===== src/rtl/stream_out_fifo128_if.sv =====
`timescale 1ns/1ps
// Kernel-result / host-output stream bundle for stream_out_fifo128.
// Carries the inbound (s1i_*) and outbound (s1o_*) valid/ready/data groups.
// slave = the FIFO side, master = the side driving kernel words and consuming host words.
interface stream_out_fifo128_if #(
    parameter int DW = 128
);
    logic          s1i_valid;
    logic          s1i_rdy;
    logic [DW-1:0] s1i_data;
    logic          s1o_valid;
    logic          s1o_rdy;
    logic [DW-1:0] s1o_data;

    modport slave (
        input  s1i_valid,
        input  s1i_data,
        output s1i_rdy,
        output s1o_valid,
        output s1o_data,
        input  s1o_rdy
    );

    modport master (
        output s1i_valid,
        output s1i_data,
        input  s1i_rdy,
        input  s1o_valid,
        input  s1o_data,
        output s1o_rdy
    );
endinterface


===== src/rtl/stream_out_fifo128.sv =====
`timescale 1ns/1ps
// Purpose: first-word-fall-through FIFO buffering 128-bit kernel results toward the host stream.
// Latency: a word written into an empty FIFO is visible on s1o_* one cycle after the write edge.
// Backpressure: s1i_rdy drops at level == DEPTH; it is built from registered state only.
//
// Ports:
//   clk, rst         - sole clock (rising edge), asynchronous active-low reset
//   bus (slave)      - s1i_valid/s1i_rdy/s1i_data in, s1o_valid/s1o_rdy/s1o_data out
//   level            - occupancy 0..DEPTH
//   almost_full      - level >= AFULL_THRESH
//   words_out        - words delivered to the host (statistics build only, else 0)
//   stall_cycles     - cycles with s1i_valid=1 and s1i_rdy=0 (statistics build only, else 0)
//
// Build option: define STREAM_FIFO_STATS_EN to build the words_out / stall_cycles counters.
// Without it the counter registers are not built and both ports read 0.
module stream_out_fifo128 #(
    parameter int DEPTH        = 16,
    parameter int AFULL_THRESH = 12
) (
    input  logic                     clk,
    input  logic                     rst,
    stream_out_fifo128_if.slave      bus,
    output logic [$clog2(DEPTH):0]   level,
    output logic                     almost_full,
    output logic [31:0]              words_out,
    output logic [31:0]              stall_cycles
);
    localparam int AW = $clog2(DEPTH);
    localparam int LW = AW + 1;

    // Storage is deliberately left out of reset: only pointers and level decide
    // what is valid, so stale contents are never observable.
    logic [127:0]  r_mem [DEPTH];
    logic [AW-1:0] r_wr_ptr;
    logic [AW-1:0] r_rd_ptr;
    logic [LW-1:0] r_level;

    logic w_in_rdy;
    logic w_out_vld;
    logic w_wr;
    logic w_rd;

    // Both handshakes look only at registered level; a read at full therefore
    // cannot open the input in the same cycle, which keeps s1o_rdy off the
    // s1i_rdy timing path.
    assign w_in_rdy  = (r_level != LW'(DEPTH));
    assign w_out_vld = (r_level != '0);
    assign w_wr      = bus.s1i_valid && w_in_rdy;
    assign w_rd      = w_out_vld && bus.s1o_rdy;

    assign bus.s1i_rdy   = w_in_rdy;
    assign bus.s1o_valid = w_out_vld;
    assign bus.s1o_data  = r_mem[r_rd_ptr];

    assign level       = r_level;
    assign almost_full = (r_level >= LW'(AFULL_THRESH));

    always_ff @(posedge clk) begin
        if (w_wr) begin
            r_mem[r_wr_ptr] <= bus.s1i_data;
        end
    end

    // DEPTH is a power of two, so pointer wrap DEPTH-1 -> 0 is the natural
    // AW-bit rollover.
    always_ff @(posedge clk or negedge rst) begin
        if (!rst) begin
            r_wr_ptr <= '0;
            r_rd_ptr <= '0;
            r_level  <= '0;
        end else begin
            if (w_wr) begin
                r_wr_ptr <= r_wr_ptr + AW'(1);
            end
            if (w_rd) begin
                r_rd_ptr <= r_rd_ptr + AW'(1);
            end
            case ({w_wr, w_rd})
                2'b10:   r_level <= r_level + LW'(1);
                2'b01:   r_level <= r_level - LW'(1);
                default: r_level <= r_level;
            endcase
        end
    end

`ifdef STREAM_FIFO_STATS_EN
    logic [31:0] r_words_out;
    logic [31:0] r_stall_cycles;

    // Both counters wrap silently at 2^32.
    always_ff @(posedge clk or negedge rst) begin
        if (!rst) begin
            r_words_out    <= '0;
            r_stall_cycles <= '0;
        end else begin
            if (w_rd) begin
                r_words_out <= r_words_out + 32'd1;
            end
            if (bus.s1i_valid && !w_in_rdy) begin
                r_stall_cycles <= r_stall_cycles + 32'd1;
            end
        end
    end

    assign words_out    = r_words_out;
    assign stall_cycles = r_stall_cycles;
`else
    assign words_out    = 32'd0;
    assign stall_cycles = 32'd0;
`endif

endmodule

===== src/flat_wrapper.sv =====
// flat-port wrapper written by rule: the top's interface ports become plain ports
module stream_out_fifo128_flat 
#(
    parameter int DEPTH        = 16,
    parameter int AFULL_THRESH = 12
)
  (clk, rst, level, almost_full, words_out, stall_cycles, bus_s1i_valid, bus_s1i_data, bus_s1i_rdy, bus_s1o_valid, bus_s1o_data, bus_s1o_rdy);
  stream_out_fifo128_if bus_i ();
  input  logic clk;
  input  logic rst;
  output logic [$clog2(DEPTH):0] level;
  output logic almost_full;
  output logic [31:0] words_out;
  output logic [31:0] stall_cycles;
  input wire logic [$bits(bus_i.s1i_valid)-1:0] bus_s1i_valid;
  input wire logic [$bits(bus_i.s1i_data)-1:0] bus_s1i_data;
  output wire logic [$bits(bus_i.s1i_rdy)-1:0] bus_s1i_rdy;
  output wire logic [$bits(bus_i.s1o_valid)-1:0] bus_s1o_valid;
  output wire logic [$bits(bus_i.s1o_data)-1:0] bus_s1o_data;
  input wire logic [$bits(bus_i.s1o_rdy)-1:0] bus_s1o_rdy;
  assign bus_i.s1i_valid = bus_s1i_valid;
  assign bus_i.s1i_data = bus_s1i_data;
  assign bus_s1i_rdy = bus_i.s1i_rdy;
  assign bus_s1o_valid = bus_i.s1o_valid;
  assign bus_s1o_data = bus_i.s1o_data;
  assign bus_i.s1o_rdy = bus_s1o_rdy;
  stream_out_fifo128 #(.DEPTH(DEPTH), .AFULL_THRESH(AFULL_THRESH)) u_core (.clk(clk), .rst(rst), .bus(bus_i), .level(level), .almost_full(almost_full), .words_out(words_out), .stall_cycles(stall_cycles));
endmodule

===== config.mk =====
export PLATFORM = sky130hd
export DESIGN_NAME = stream_out_fifo128_flat
export DESIGN_NICKNAME = d
export VERILOG_FILES = /design/src/rtl/stream_out_fifo128_if.sv /design/src/rtl/stream_out_fifo128.sv /design/src/flat_wrapper.sv
export SDC_FILE = /design/constraint.sdc
export NUM_CORES = 2
export LEC_CHECK = 0
export ABC_AREA = 0
export CAP_MARGIN = 10
export CELL_PAD_IN_SITES_DETAIL_PLACEMENT = 1
export CELL_PAD_IN_SITES_GLOBAL_PLACEMENT = 1
export CORE_ASPECT_RATIO = 1.1
export CORE_UTILIZATION = 55
export CTS_CLUSTER_DIAMETER = 50
export DETAILED_ROUTE_END_ITERATION = 8
export PLACE_DENSITY_LB_ADDON = 0.1
export SLEW_MARGIN = 20
export SYNTH_ARGS = -nofsm -noshare
export SYNTH_HDL_FRONTEND = slang
export SYNTH_SLANG_ARGS = --single-unit
export TNS_END_PERCENT = 20

===== constraint.sdc =====
create_clock -name clk -period 20.1 [get_ports clk]
set_input_delay 4.02 -clock clk [delete_from_list [all_inputs] [get_ports clk]]
set_output_delay 4.02 -clock clk [all_outputs]
set_load 0.1 [all_outputs]

==> metrics.txt <==
Post-Route Skew approximately 0.016 ns; DP HPWL around 97 mm; syn_area_per_cell roughly 20 µm²; crit path cell chain buf_4 -> buf_4 -> buf_4 -> mux2i_1 -> a221oi_1 -> o21ai_0 -> nand2_1 -> clkdlybuf4s50_1; Async SR Flop Fraction 0.006308; Switch Pwr around 6.3 mW; Chip Width 364.3 µm; Critical-path top delay cell clkdlybuf4s50_1; Reg clk slew, reported paths approximately 0.06 ns; Buf+Inv Stages, Crit Path 4; Clk pwr share 0.239; setup violators final 0; clk_lat worst skew between 0.8 and 0.9 ns; port bufs roughly 270; setup TNS 0 ns; Area Overhead vs Synth 13.87%; type of the worst setup path reg -> out; Worst R2R Path Depth 6; crit path max fanout just under 60; Placer Congestion 0.7262; first-pass GRT wire length roughly 290 mm; Antenna Nets Post-Route 0; htree depth 4; layout cells sized above 1 0.1749; DRT Pass-1 Iters 5; fin crit share 0.5383; Syn Inst Count ~3900; Max-Slew Margin vs Limit 0.2135; P_int about 9 mW; synthesized cell area between 70000 and 80000 µm²; leakage dissipation a little under 30 nW; WP data arrival ~7 ns; Crit path top cell by count buf_4; RSZ-0062 raised after global routing no; via count approximately 40000; clock buffer count from CTS 202; Slew @ Worst Pin between 1 and 1.5 ns; crit end category output port; WHS Path Cells 1; NumNets Final ~4400; Reg power frac 0.350; proportion of power drawn by combinational gates 0.411; vias in the first global route between 40000 and 50000; Pwr per Cell Area around 170 nW/µm²; CTS Hold Buffers Added 0; antenna violations before repair 30; std cell rows about 150; Max IR drop VDD about 0.21 mV; post-synthesis register bit count 2061; largest net degree at the start of global routing 140; clock period minus final worst setup slack about 11 ns; Post-Layout Cell Count between 6000 and 7000; Worst path top cell family by delay buffers and inverters; Yosys cell types 32; crit path launch type flip-flop; root buffer cell clkbuf_16; Total Power around 15 mW; Post-synth EDFFs roughly 2000; GRT Total Usage 0.2736; FMAX ~0.092 GHz; Critical Path Max Stage Delay 1.14 ns; CTS tree yes; Die Span Y between 400 and 500 µm; Fin. Hold Viols 0; Stages on worst setup path 8; maxcap violations 0; synth warn 0; Initial Utilization 0.5569; I/O pin total about 330; Sw Share 0.4103; WHS about 0.54 ns; sequential share of the synthesized area 0.7785; drt drc 0; main flop type after synthesis edfxtp_1; clock tree buffer depth 3; gr ovfl total 0; final wirelength around 200 mm; status completed; wire per inst approximately 31 µm; Cells after DPL around 6000; # Post-CTS Setup Buffers 0; Via density about 6.3; DIE AREA between 100000 and 150000 µm²; core area about 140000 µm²; Crit path required time approximately 16 ns; Gates resized, CTS repair 0; Max Slew Vio Count 0; Hold Path Class reg -> reg; Iter 0 DRT Violations 3611; clock sinks 2061
[placed cells by master, fill, tap and decap left out, types with 126 or more instances in the layout]
cell type        synthesis  routed
edfxtp_1              2048    2048
mux2i_1                379     379
clkdlybuf4s50_1          0     265
mux4_2                 262     262
o21ai_0                256     256
clkbuf_16                0     209
nand2_1                137     137
a21oi_1                128     128
mux2_2                 127     127
a221oi_1               126     126
a22oi_1                126     126
[routing by layer]
| layer | GRT usage | vias to the layer above | wire, µm |
|---|---|---|---|
| met5 | 0 | - | 222 |
| met4 | 0.09192 | 32 | 5531 |
| met3 | 0.05192 | 323 | 12800 |
| met2 | 0.4576 | 1352 | 99550 |
| met1 | 0.3621 | 21310 | 79790 |
| li1 | - | 16830 | - |
[worst paths after layout]
path	from	to	slack (ns)
setup / recovery	u_core.r_rd_ptr[0]$_DFFE_PN0P_	bus_s1o_data[64]	9.28
hold / removal	u_core.level[4]$_DFFE_PN0P_	u_core.level[4]$_DFFE_PN0P_	0.54
setup reg to reg	u_core.level[0]$_DFFE_PN0P_	u_core.r_mem[6][50]$_DFFE_PP_	16.45
hold reg to reg	u_core.level[4]$_DFFE_PN0P_	u_core.level[4]$_DFFE_PN0P_	0.54
max in group asynchronous	rst	u_core.r_rd_ptr[0]$_DFFE_PN0P_	15.94
min in group asynchronous	rst	u_core.level[0]$_DFFE_PN0P_	3.63
[cells by family (layout without fill, tap and decap cells)]
family,count (synthesis),count (layout),synth area share
and+or+nand+nor,167,167,0.008398
muxes,768,768,0.1401
other,1,77,0.00004722
xor gates and xnor gates,10,10,0.001103
AOI/OAI and AO/OA,638,638,0.05020
adders and majority gates,10,10,0.001670
DFF,2061,2061,0.7785
buffers and inverters,289,718,0.01999
[layout make-up]
cell class / instances / area, µm²
sequential: 2061 / 61840
fill: 11750 / 52170
multi-input combinational: 1657 / 16370
clock inverter: 119 / 960.9
inverter: 7 / 26.28
timing repair buffer: 344 / 3433
tap: 1911 / 2391
clock buffer: 248 / 5376
antenna: 13 / 32.53
[through the flow]
stage / utilization / cell area [µm²] / worst slack [ns]
finish: 0.6341 / 90430 / 9.279
global route: 0.6341 / 90420 / 8.832
CTS: 0.6335 / 90340 / 9.125
detailed placement: 0.5891 / 84010 / 10.09
global placement: 0.5888 / 83960 / 10.18
floorplan: - / 79650 / 6.118
[synth_stat cells (6+ instances only)]
cell,count,area (µm²)
mux4_2,262,5901
buf_4,95,713.2
edfxtp_1,2048,61500
a21oi_1,128,640.6
clkbuf_1,86,322.8
clkbuf_2,6,30.03
buf_1,14,52.55
nor2_1,12,45.04
mux2i_1,379,3794
inv_1,7,26.28
dfrtp_1,13,325.3
buf_2,75,375.4
a22oi_1,126,945.9
o21ai_0,256,1281
buf_6,6,67.56
ha_1,9,112.6
xnor2_1,7,61.31
nand2_1,137,514.2
a221oi_1,126,1104
mux2_2,127,1430
[registers in the layout (all words and copies together) (netlist names)]
signal and flops:
u_core.r_mem 2048, u_core.level 5, u_core.r_rd_ptr 4, u_core.r_wr_ptr 4
[power by group through the flow]
| stage | Combinational (mW) | Sequential (mW) | Clock [mW] |
|---|---|---|---|
| 2_1_floorplan | 4.62 | 5.45 | 0 |
| 3_3_place_gp | 6.23 | 5.41 | 0 |
| 3_5_place_dp | 6.31 | 5.44 | 0 |
| 4_1_cts | 6.34 | 5.35 | 3.71 |
| 5_1_grt | 6.57 | 5.38 | 3.85 |
| 6_report | 6.28 | 5.35 | 3.65 |
(Power assumes the default switching activity.)
